`config.mk`:
```
export PLATFORM = sky130hd
export DESIGN_NAME = count_1_sched
export DESIGN_NICKNAME = d
export VERILOG_FILES = /design/src/rtl/count_1_sched.sv
export SDC_FILE = /design/constraint.sdc
export NUM_CORES = 1
export LEC_CHECK = 0
export CORE_ASPECT_RATIO = 0.6
export CORE_MARGIN = 1
export CORE_UTILIZATION = 61
export CTS_BUF_LIST = sky130_fd_sc_hd__clkbuf_8
export DETAILED_ROUTE_END_ITERATION = 10
export DONT_BUFFER_PORTS = 1
export PLACE_DENSITY = 0.87
export SYNTH_ARGS = -nofsm -noshare
export SYNTH_HDL_FRONTEND = slang
export SYNTH_SLANG_ARGS = --single-unit
```
`constraint.sdc`:
```
create_clock -name sys_clk -period 7.7 [get_ports sys_clk]
set_clock_uncertainty 0.2 [all_clocks]
set_input_delay 0.77 -clock sys_clk [delete_from_list [all_inputs] [get_ports sys_clk]]
set_output_delay 0.77 -clock sys_clk [all_outputs]
set_load 0.005 [all_outputs]
```
`src/rtl/count_1_sched.sv`:
```
`timescale 1ns/1ps
`default_nettype none
// +--------------------------------------------------------------------------+
// | count_1_sched : round-robin frame scheduler around one shared count_1    |
// | Rev 1.0                                                                  |
// +--------------------------------------------------------------------------+

module count_1 #(
  parameter int IN_LEN  = 32,
  parameter int OUT_LEN = 6
) (
  input  logic [IN_LEN-1:0]  i_dat,
  output logic [OUT_LEN-1:0] o_cnt
);
  always_comb begin
    o_cnt = '0;
    for (int i = 0; i < IN_LEN; i++) begin
      o_cnt = o_cnt + OUT_LEN'(i_dat[i]);
    end
  end
endmodule

module count_1_sched #(
  parameter int N_REQ   = 4,
  parameter int IN_LEN  = 32,
  parameter int OUT_LEN = 6,
  parameter int ACC_LEN = 16,
  parameter int ID_LEN  = 2
) (
  input  logic                    sys_clk,
  input  logic                    in_rst_n,
  input  logic [N_REQ-1:0]        req_valid,
  input  logic [N_REQ-1:0]        req_last,
  input  logic [N_REQ*IN_LEN-1:0] req_dat,
  output logic [N_REQ-1:0]        req_ready,
  output logic                    out_valid,
  input  logic                    out_ready,
  output logic [ID_LEN-1:0]       out_id,
  output logic [ACC_LEN-1:0]      out_sum,
  output logic                    out_ovf
);
  typedef enum logic [1:0] {
    S_IDLE = 2'd0,
    S_RUN  = 2'd1,
    S_DONE = 2'd2
  } state_t;

  localparam logic [ID_LEN-1:0] c_ptr_rst = ID_LEN'(N_REQ - 1);

  state_t              r_state;
  state_t              w_state_nxt;
  logic [ID_LEN-1:0]   r_gnt;
  logic [ID_LEN-1:0]   r_ptr;
  logic [ACC_LEN-1:0]  r_acc;
  logic                r_ovf;
  logic [ID_LEN-1:0]   w_pick;
  logic                w_any;
  logic                w_accept;
  logic [IN_LEN-1:0]   w_word;
  logic [OUT_LEN-1:0]  w_cnt;
  logic [ACC_LEN:0]    w_sum;
  logic                w_sat;

  // Walk offsets from far to near so the nearest valid requester after ptr wins.
  always_comb begin
    w_any  = 1'b0;
    w_pick = r_ptr;
    for (int k = N_REQ; k >= 1; k--) begin
      if (req_valid[(int'(r_ptr) + k) % N_REQ]) begin
        w_any  = 1'b1;
        w_pick = ID_LEN'((int'(r_ptr) + k) % N_REQ);
      end
    end
  end

  assign w_word   = req_dat[r_gnt*IN_LEN +: IN_LEN];
  assign w_accept = (r_state == S_RUN) && req_valid[r_gnt];

  count_1 #(
    .IN_LEN  (IN_LEN),
    .OUT_LEN (OUT_LEN)
  ) u_count_1 (
    .i_dat (w_word),
    .o_cnt (w_cnt)
  );

  assign w_sum = {1'b0, r_acc} + (ACC_LEN+1)'(w_cnt);
  assign w_sat = w_sum[ACC_LEN];

  always_comb begin
    w_state_nxt = r_state;
    case (r_state)
      S_IDLE:  if (w_any) w_state_nxt = S_RUN;
      S_RUN:   if (w_accept && req_last[r_gnt]) w_state_nxt = S_DONE;
      S_DONE:  if (out_ready) w_state_nxt = S_IDLE;
      default: w_state_nxt = S_IDLE;
    endcase
  end

  always_ff @(posedge sys_clk or negedge in_rst_n) begin
    if (!in_rst_n) begin
      r_state <= S_IDLE;
      r_gnt   <= '0;
      r_ptr   <= c_ptr_rst;
      r_acc   <= '0;
      r_ovf   <= 1'b0;
    end else begin
      r_state <= w_state_nxt;
      case (r_state)
        S_IDLE: begin
          if (w_any) begin
            r_gnt <= w_pick;
            r_acc <= '0;
            r_ovf <= 1'b0;
          end
        end
        S_RUN: begin
          if (w_accept) begin
            r_acc <= w_sat ? {ACC_LEN{1'b1}} : w_sum[ACC_LEN-1:0];
            if (w_sat) r_ovf <= 1'b1;
          end
        end
        S_DONE: begin
          if (out_ready) r_ptr <= r_gnt;
        end
        default: ;
      endcase
    end
  end

  always_comb begin
    req_ready = '0;
    if (r_state == S_RUN) req_ready[r_gnt] = 1'b1;
  end

  assign out_valid = (r_state == S_DONE);
  assign out_id    = out_valid ? r_gnt : '0;
  assign out_sum   = out_valid ? r_acc : '0;
  assign out_ovf   = out_valid & r_ovf;

endmodule
`default_nettype wire

```
After elaboration in Yosys (flattened, before gate mapping)
Index checks and enable logic that the tools add are counted.
{ "word_totals": {"ff_bits": 23, "in_bits": 139, "output_inout_bits": 24, "word_cells": 115} }
{ "classes": {"n_addsub": 36, "magnitude_cmp": 6, "n_eq_ne": 7, "shift": 1, "muxes": 41, "bitwise_logic": 5, "n_reduce_logical": 14} }
{ "op_table": {"columns": ["operator", "count"], "rows": [
  ["$add 6x1->6", 30],
  ["$shiftx 128x8->32", 1],
  ["$mux 16", 4],
  ["$pmux 16 s2", 1],
  ["$mux 1", 18],
  ["$add 16x6->17", 1],
  ["$lt 3x4->1 const B", 4],
  ["$mux 2", 8],
  ["$bmux 1 s2", 6],
  ["$reduce_or 2->1", 4],
  ["$ne 2x2->1 const B", 3],
  ["$pmux 2 s3", 1],
  ["$reduce_and 3->1", 2],
  ["$add 2x1->2 const B", 2],
  ["$add 2x2->2 const B", 2],
  ["$and 1x1->1 const A", 4],
  ["$mux 4", 1],
  ["$ne 2x1->1 const B", 2],
  ["$reduce_and 2->1", 2],
  ["$reduce_and 4->1", 1],
  ["$logic_and 1x1->1", 3],
  ["$lt 2x3->1 const B", 1],
  ["$add 1x1->2", 1],
  ["$demux 1 s2", 1],
  ["other kinds (7)", 7]
]} }

Depth between registers and ports, before layout
Gate-level depths: netlist of the first run.
{ "depth": {"depth_word": 36, "depth_mapped": 27, "mapped_depth_nobuf": 23} }

By module
A second synthesis of the first run with hierarchy kept.
{ "unflattened": {"hier_cells": 311, "hier_area_um2": 3245.6} }
{ "by_module_without_submodules": {"columns": ["mod", "n_inst", "cells_per_inst", "area_per_inst_um2", "seq_area_each_um2"], "rows": [
  ["count_1_sched", 1, 238, 2487.4, 578.1],
  ["count_1", 1, 73, 758.2, 0.0]
]} }

Worst setup path before layout of the first run
OpenSTA, ideal clock, no wires.
{ "synth_path": {"path_type": "reg2reg", "start": "register r_gnt[1]", "end": "register r_acc[10]", "setup_ns": 0.129, "arrival_ns": 7.538, "required_ns": 7.371, "setup_slack_ns": -0.166, "stages_incl_launch_ff": 25, "path_buffers": 3, "period_less_slack_ns": 7.866, "path_cell_list": "dfrtp_1 > buf_2 > buf_1 > clkbuf_1 > mux4_2 > ha_1 > fa_1 > fa_1 > fa_1 > fa_1 > inv_1 > fa_1 > fa_1 > fa_1 > fa_1 > inv_1 > a21o_1 > a21oi_1 > xnor2_1 > ha_1 > and2_1 > o211ai_1 > a21o_1 > o211a_1 > a2111o_1"} }
{ "synth_between": {"elab_chain_len": 36, "elab_cells_between_ends": 41, "cone_classes": "add/sub: 32; eq/ne: 1; shift: 1; mux: 5; reduce/logical: 2"} }
{ "synth_lines": {"columns": ["item", "line", "source"], "rows": [
  ["start, declared", "52", "logic [ID_LEN-1:0] r_gnt;"],
  ["start signal, assigned", "112", "r_gnt <= w_pick;"],
  ["$shiftx 128x8->32", "76", "assign w_word = req_dat[r_gnt*IN_LEN +: IN_LEN];"],
  ["$add 1x1->2", "18", "o_cnt = o_cnt + OUT_LEN'(i_dat[i]);"],
  ["$add 6x1->6 (30 in series)", "18", null],
  ["$add 16x6->17", "87", "assign w_sum = {1'b0, r_acc} + (ACC_LEN+1)'(w_cnt);"],
  ["$mux 16", "119", "r_acc <= w_sat ? {ACC_LEN{1'b1}} : w_sum[ACC_LEN-1:0];"],
  ["$mux 16", "118", "if (w_accept) begin"],
  ["$pmux 16 s2", "109", "case (r_state)"],
  ["end signal, assigned", "119", null],
  ["end, declared", "54", "logic [ACC_LEN-1:0] r_acc;"]
]} }
Parallel ways exist; a longest one is shown, timed or not. The select of a mux whose other input is x is not followed.
A chain may end at the register's enable or synchronous reset.

Final worst setup path of the first run
{ "layout_path": {"start": "register r_gnt[0]", "end": "register r_acc[12]"} }
Same word-level chain as after synthesis.

==> impl_metrics.json, run 1 <==
{
  "cp.required_ns": 7.68,
  "setup_viol": 0,
  "multi_input_area_um2": 2450,
  "hold_violations": 0,
  "port-buffer-count": 0,
  "layout_common_cells": "inv_1 (49), mux4_2 (33), fa_1 (23)",
  "core_area_um2": 5100,
  "first_pass_iters": 4,
  "slew_headroom_pct": 27.4,
  "n_antenna_cell": 0,
  "start_kind": "flip-flop",
  "layout_worst_path_cycle_share_pct": 97.0,
  "avgViaCountPerCell": 6.81,
  "reg2reg_depth": 24,
  "regArea_um2": 581,
  "post-place-cells": 385,
  "drtIter0Drc": 176,
  "crit_chain": "buf_12, mux4_2, fa_1, inv_1, fa_1, inv_1, fa_1, fa_1, inv_1, fa_1, fa_1, fa_2, fa_2, inv_1, a21o_1, a21oi_1, xnor2_1, ha_1, and2_1, o211ai_1, buf_4, a21oi_2, a41oi_1, a311oi_1",
  "yosysWarnings": 0,
  "drv_cap": 0,
  "fmax_mhz": 134,
  "final_core_util_pct": 70.6,
  "path_delay_family": "adder cells",
  "cts_sinks": 23,
  "grt_usage_pct": 28.4,
  "worstSetupPathType": "reg2reg",
  "dieArea_um2": 5680,
  "drcViolationCount": 0,
  "nNetsFinal": 512,
  "fp.dieW_um": 96.6,
  "grt_pass1_vias": 2514,
  "drv_slew": 0,
  "detailed_place_hpwl_um": 6600,
  "clk_path_buf_depth": 2,
  "hp-class": "in2async",
  "antenna_found_initial": 0,
  "cts_made_buffers": 3,
  "globalplace.congestion": 0.875,
  "outcome": "finished clean",
  "crit_fanout": 8,
  "critical_path_arrival_ns": 7.45,
  "path_buf_inv": 6,
  "ys_seq_area_share_pct": 17.6,
  "layout_commonest_cell": "inv_1",
  "endpoint_kind": "flip-flop",
  "overflow": 0,
  "clk_pin_slew_worst_paths_ns": 0.09,
  "syn_to_final_growth_pct": 9.97,
  "dominantRegCellSynth": "dfrtp_1",
  "die_y_um": 58.8,
  "async_flop_share_pct": 100,
  "post_layout_nonfiller_instances": 399,
  "clock_latency_ns": 0.28,
  "slowest_delay_ns": 0.56,
  "postSynthCellCount": 319,
  "slowest_stage": "fa_1",
  "min_period_ns": 7.47,
  "drive_above_1_share_pct": 24.3,
  "worstMarginPinSlew_ns": 1.09,
  "num_rows": 20,
  "synth-seq-cells": 23,
  "crit_top_cell": "fa_1",
  "syn_area_um2": 3280,
  "synth_nets": 497,
  "synth_cell_types": 55,
  "cts_tree": "yes",
  "setup_slack_ns": 0.231,
  "vias": 2718,
  "wl_per_cell_um": 21.4,
  "clock-root-buffer": "clkbuf_8",
  "initial_core_util_pct": 64.2,
  "cts_max_level": 1,
  "whs_ns": 0.119,
  "routed_wl_um": 8530,
  "crit_cells": 24,
  "synth-edff-count": 0,
  "pre_cts_ws_ns": -0.301,
  "ant_nets": 0,
  "grt_max_degree": 30,
  "fill_cells": 367,
  "grt_pass1_wl_um": 12500,
  "syn_area_per_cell_um2": 10.3,
  "io_pins": 163
}
==> state kept, by name (all words and copies together) (netlist names) <==
name and count:
r_acc 16, r_ptr 2, r_gnt 2, r_ovf 1, r_state 2
==> cell type report <==
cell class	instances	share of cell area, %
Clock inverter	1	0.208
Multi-Input combinational cell	230	68.1
Sequential cell	23	16.1
Inverter	49	5.10
Timing Repair Buffer	27	7.08
Clock buffer	3	1.15
Tap cell	66	2.29
==> kinds of logic (layout without fill, tap and decap cells) <==
family / after synthesis / count (layout) / synth area share (%)
buffers and inverters: 66 / 80 / 8.32
DFF: 23 / 23 / 17.6
xor gates and xnor gates: 5 / 5 / 1.34
and+or+nand+nor: 80 / 80 / 12.9
muxes: 37 / 37 / 24.0
AOI/OAI and AO/OA: 69 / 69 / 15.2
adders and majority gates: 39 / 39 / 20.6
==> layer usage <==
layer,wire (um),global-route usage [%],vias to the layer above
li1,-,-,1177
met1,3730,41.9,1346
met2,3940,42.9,185
met3,758,6.77,10
met4,104,6.82,0
met5,0,0,-
==> synthesized netlist by cell type, types with 5 or more instances <==
library cell / instances / share of area, %
inv_1: 49 / 5.6
mux4_2: 33 / 23
fa_1: 25 / 15
dfrtp_1: 21 / 16
nand2_1: 19 / 2.2
and2_1: 17 / 3.2
a21oi_1: 15 / 2.3
o21ai_0: 15 / 2.3
ha_1: 14 / 5.3
nor2_1: 11 / 1.3
clkbuf_1: 7 / 0.80
nand3_1: 6 / 0.92
nor2b_1: 6 / 1.1
buf_2: 5 / 0.76
==> what timing repair did <==
| action | 4_1_cts | 5_1_grt |
|---|---|---|
| hold buffers | 1 | 0 |
| endpoints found under the hold margin | 21 | 0 |
| pin swaps | 0 | 5 |
| buffers inserted | 0 | 8 |
| gates cloned | 0 | 1 |
| resized for setup | 2 | 9 |
| endpoints found under the setup margin | 3 | 17 |
==> path summary, 6_finish.rpt <==
| check | startpoint | slack, ns | end |
|---|---|---|---|
| min in group sys_clk | r_acc[0] | 0.32 | r_acc[0] |
| max reg2reg | r_gnt[0] | 0.23 | r_acc[12] |
| min | in_rst_n | 0.12 | r_ptr[1] |
| min reg2reg | r_acc[0] | 0.32 | r_acc[0] |
| max in group asynchronous | in_rst_n | 5.72 | r_gnt[1] |
| max | r_gnt[0] | 0.23 | r_acc[12] |
==> worst reg2reg max path: stages (launching register included) <==
cell and delay [ns]:
dfrtp_2 0.46, buf_12 0.15, mux4_2 0.53, fa_1 0.56, inv_1 0.06, fa_1 0.50
inv_1 0.05, fa_1 0.52, fa_1 0.54, inv_1 0.06, fa_1 0.55, fa_1 0.43
fa_2 0.38, fa_2 0.37, inv_1 0.09, a21o_1 0.13, a21oi_1 0.08, xnor2_1 0.14
ha_1 0.30, and2_1 0.14, o211ai_1 0.21, buf_4 0.21, a21oi_2 0.27, a41oi_1 0.17
a311oi_1 0.26
==> metrics by stage <==
| step | setup TNS, ns | cell area (um^2) |
|---|---|---|
| floorplan | 0 | 3280 |
| global placement | -0.627 | 3410 |
| detailed placement | -2.88 | 3410 |
| CTS | 0 | 3480 |
| global route | -0.142 | 3600 |
| finish | 0 | 3600 |
Power of run 1 is not shown: default switching activity piles up to over one toggle a cycle in this logic, so the estimate is an artifact.
==> run 2: changes to the inputs <==
==> constraint.sdc (replaced) <==
create_clock -name sys_clk -period 7.7 [get_ports sys_clk]
set_clock_uncertainty 0.2 [all_clocks]
set_input_delay 0.385 -clock sys_clk [delete_from_list [all_inputs] [get_ports sys_clk]]
set_output_delay 0.385 -clock sys_clk [all_outputs]
set_load 0.005 [all_outputs]
==> run 2 against run 1 <==
Net effect:
- register-to-register slack is essentially flat
- worst setup slack got worse by 0.0074 ns
- first-iteration DRC count shrank 5.7%
- sequential cell count stayed put
- highest routed layer unchanged
==> impl_metrics.json, run 2 (synthesized netlist as in run 1, its figures left out) <==
{
  "cts_max_level": 1,
  "n_antenna_cell": 0,
  "globalplace.congestion": 0.874,
  "drtIter0Drc": 166,
  "grt_max_degree": 30,
  "layout_commonest_cell": "inv_1",
  "hp-start": "out_ready",
  "post-place-cells": 375,
  "nNetsFinal": 502,
  "hold_violations": 0,
  "layout_common_cells": "inv_1 (49), mux4_2 (33), fa_1 (23)",
  "setup_viol": 0,
  "crit_chain": "mux4_2, ha_1, fa_1, fa_1, fa_1, fa_1, inv_1, fa_1, fa_1, fa_2, fa_2, inv_1, a21o_1, a21oi_1, xnor2_1, ha_1, and2_1, o211ai_1, buf_4, a2111oi_4, buf_4, a41o_1, a211o_1",
  "grt_pass1_vias": 2522,
  "slowest_stage": "fa_1",
  "wl_per_cell_um": 21.2,
  "cp.required_ns": 7.67,
  "clk_path_buf_depth": 2,
  "drv_slew": 0,
  "overflow": 0,
  "ant_nets": 0,
  "regArea_um2": 581,
  "start_kind": "flip-flop",
  "largest_register_ffs": 16,
  "dieArea_um2": 5680,
  "clock_latency_ns": 0.27,
  "final_core_util_pct": 69.6,
  "hp-class": "in2reg",
  "fmax_mhz": 134,
  "layout_worst_path_cycle_share_pct": 97.1,
  "syn_to_final_growth_pct": 8.48,
  "drive_above_1_share_pct": 22.0,
  "worstSetupPathType": "reg2reg",
  "min_period_ns": 7.48,
  "antenna_found_initial": 0,
  "timing.rr.start": "r_gnt[0]",
  "met1_length_um": 3430,
  "drv_cap": 0,
  "drcViolationCount": 0,
  "top_register": "r_acc",
  "num_rows": 20,
  "crit_top_cell": "fa_1",
  "initial_core_util_pct": 64.2,
  "hold_path_depth": 1,
  "clock-root-buffer": "clkbuf_8",
  "outcome": "finished clean",
  "worstMarginPinSlew_ns": 1.09,
  "first_pass_iters": 5,
  "slowest_delay_ns": 0.57,
  "min_to": "r_state[1]",
  "cts_sinks": 23,
  "fp.dieW_um": 96.6,
  "r2r_slack_ns": 0.22,
  "detailed_place_hpwl_um": 6520,
  "cts_tree": "yes",
  "core_area_um2": 5100,
  "cts_made_buffers": 3,
  "crit_fanout": 6,
  "clk_pin_slew_worst_paths_ns": 0.09,
  "grt_pass1_wl_um": 12700,
  "critical_path_arrival_ns": 7.44,
  "io_pins": 163,
  "multi_input_area_um2": 2460,
  "slew_headroom_pct": 27.0,
  "routed_wl_um": 8250,
  "path_buf_inv": 4,
  "worstReg2RegEnd": "r_acc[8]",
  "post_layout_nonfiller_instances": 389,
  "endpoint_kind": "flip-flop",
  "fill_cells": 385,
  "route.met2.wl_um": 3960,
  "die_y_um": 58.8,
  "grt_usage_pct": 28.9,
  "avgViaCountPerCell": 6.70,
  "port-buffer-count": 0,
  "routed-wl-met3_um": 745,
  "top_layer_used": "met4",
  "vias": 2608,
  "reg2reg_depth": 23,
  "path_delay_family": "adder cells"
}
[run 2: how the worst max path moves through the flow]
stage,start,end,slack (ns),cells after the start
global route,r_gnt[0],r_acc[8],-0.11,24
global placement,r_gnt[0],r_acc[15],0.15,23
CTS,r_gnt[0],r_acc[10],0.008,21
floorplan,r_gnt[1],r_acc[10],0.08,24
detailed placement,r_gnt[0],r_acc[15],-0.10,23
finish,r_gnt[0],r_acc[8],0.22,23
[run 2: per-layer routing]
metal | vias up | GRT usage [%]
met5 | - | 0
met4 | 0 | 5.54
met3 | 12 | 6.77
met2 | 155 | 45.4
met1 | 1280 | 42.1
li1 | 1161 | -
[run 2: layout make-up]
cell class / count / area share, %
clock buffer: 3 / 1.16
timing repair buffer: 17 / 5.63
sequential: 23 / 16.3
tap: 66 / 2.32
clock inverter: 1 / 0.141
multi-input combinational: 230 / 69.2
inverter: 49 / 5.17
[run 2: timing repair]
item                                    in CTS  in global routing
hold buffers                                 1                  0
buffers inserted                             0                  8
endpoints found under the setup margin       6                 17
cloned                                       1                  0
hold endpoints to repair                    23                  0
pin swaps                                    1                  5
resized for setup                            4                  8
[run 2: per-stage QoR]
step | setup WS [ns] | setup TNS, ns | hold WS (ns) | cell area (um^2)
floorplan | 0.0784 | 0 | -0.111 | 3280
global placement | 0.152 | 0 | -0.110 | 3340
detailed placement | -0.103 | -0.260 | -0.110 | 3340
CTS | 0.00797 | 0 | 0.0126 | 3450
global route | -0.105 | -0.439 | 0.0155 | 3550
finish | 0.223 | 0 | 0.0115 | 3550
Power of run 2 is left out for the same reason.
==> run 3: changes to the inputs <==
CORE_UTILIZATION = 65   (was 61)
PLACE_DENSITY = 0.88   (was 0.87)
clock period = 7.97 ns   (was 7.7 ns; I/O delays follow)
==> run 3 against run 2 <==
Net effect:
- maximum frequency decreased by 1.9%
- core utilization increased by 4.3 points
- count of clock-buffer cells in the layout unchanged
- final cell count decreased by 1.5%
- via count increased by 2.6%
- global-route usage increased by 2.3 points
- register-to-register slack improved by 0.13 ns
- design area decreased by 2.1%
- sequential cell count unchanged
- sequential share of layout area increased by 0.32 points
- die area decreased by 6.0%
- critical path type unchanged
==> impl_metrics.json, run 3 (synthesized netlist as in run 1, its figures left out) <==
{
  "path_delay_family": "adder cells",
  "core_area_um2": 4710,
  "slowest_delay_ns": 0.60,
  "clk_path_buf_depth": 2,
  "initial_core_util_pct": 69.6,
  "outcome": "finished clean",
  "start_kind": "flip-flop",
  "nNetsFinal": 499,
  "fp.dieW_um": 93.7,
  "dpl_cell_area_um2": 3310,
  "drv_slew": 0,
  "hp-class": "in2reg",
  "reg2reg_depth": 21,
  "clk_pin_slew_worst_paths_ns": 0.09,
  "worstSetupPathType": "reg2reg",
  "hold_violations": 0,
  "avgViaCountPerCell": 6.99,
  "drive_above_1_share_pct": 20.3,
  "crit_chain": "mux4_2, ha_1, fa_1, fa_1, fa_1, fa_1, inv_1, fa_1, fa_1, fa_2, fa_2, inv_1, a21o_1, a21oi_1, xnor2_1, ha_1, and2_1, o211ai_1, a21o_1, o211a_1, a2111o_1",
  "wl_per_cell_um": 22.1,
  "drv_cap": 0,
  "setup_tns_ns": 0,
  "cts_tree": "yes",
  "layout_common_cells": "inv_1 (49), mux4_2 (33), fa_1 (23)",
  "cp.required_ns": 7.94,
  "first_pass_iters": 5,
  "path_buf_inv": 2,
  "clock_latency_ns": 0.28,
  "routed_wl_um": 8460,
  "post-place-cells": 371,
  "n_antenna_cell": 0,
  "io_pins": 163,
  "layout_commonest_cell": "inv_1",
  "cts_sinks": 23,
  "fill_cells": 318,
  "port-buffer-count": 0,
  "cts_made_buffers": 3,
  "grt_pass1_vias": 2483,
  "drtIter0Drc": 217,
  "min_period_ns": 7.62,
  "detailed_place_hpwl_um": 6850,
  "layout_worst_path_cycle_share_pct": 95.6,
  "crit_top_cell": "fa_1",
  "cts_max_level": 1,
  "fmax_mhz": 131,
  "drcViolationCount": 0,
  "grt_usage_pct": 31.2,
  "globalplace.congestion": 0.867,
  "dieArea_um2": 5340,
  "post_layout_nonfiller_instances": 383,
  "grt_pass1_wl_um": 12600,
  "grt_max_degree": 29,
  "ant_nets": 0,
  "crit_fanout": 6,
  "die_y_um": 57,
  "clock-root-buffer": "clkbuf_8",
  "final_core_util_pct": 73.9,
  "rsz0062_at_grt": "no",
  "setup_viol": 0,
  "num_rows": 19,
  "top_register": "r_acc",
  "slowest_stage": "fa_1",
  "antenna_found_initial": 0,
  "overflow": 0,
  "slew_headroom_pct": 19.4,
  "syn_to_final_growth_pct": 6.19,
  "endpoint_kind": "flip-flop",
  "crit_cells": 21,
  "largest_register_ffs": 16,
  "hold_path_depth": 1,
  "final_area_um2": 3480,
  "worstMarginPinSlew_ns": 1.21,
  "critical_path_arrival_ns": 7.59,
  "vias": 2676
}
[run 3: what timing repair did]
action,4_1_cts,5_1_grt
endpoints found under the hold margin,23,0
resized for setup,0,10
hold buffers,1,0
setup endpoints to repair,0,17
buffers inserted,0,7
[run 3: per-stage QoR]
stage	hold WS [ns]	worst slack, ns
finish	0.0162	0.349
global route	0.00890	0.0275
CTS	0.0130	0.0720
detailed placement	-0.0967	0.114
global placement	-0.0966	0.333
floorplan	-0.0971	0.104
[run 3: path summary, 6_finish.rpt]
| path | endpoint | slack (ns) | start |
|---|---|---|---|
| max in group asynchronous | r_gnt[0] | 6.28 | in_rst_n |
| min reg2reg | r_acc[3] | 0.31 | r_acc[3] |
| max reg2reg | r_acc[10] | 0.35 | r_gnt[0] |
| min | r_state[1] | 0.02 | out_ready |
| max | r_acc[10] | 0.35 | r_gnt[0] |
| min in group asynchronous | r_ovf | 0.56 | in_rst_n |
[run 3: layout make-up]
class                   instances  area (um^2)  share of cell area [%]
flip-flops and latches         23          579                    16.6
clock buffers                   3         41.3                    1.19
inverters                      49          184                    5.29
clock inverters                 1         7.51                   0.216
well taps                      63         78.8                    2.27
multi-input cells             230         2450                    70.4
repair buffers                 14          140                    4.03
[run 3: metal layers]
metal	vias up	routed length (um)	global-route usage, %	part of all wire [%]
li1	1157	-	-	-
met1	1326	3360	46.7	40
met2	176	4100	48.6	48
met3	17	857	6.80	10
met4	0	139	5.49	1.6
met5	-	0	0	0
Power of run 3 is left out for the same reason.
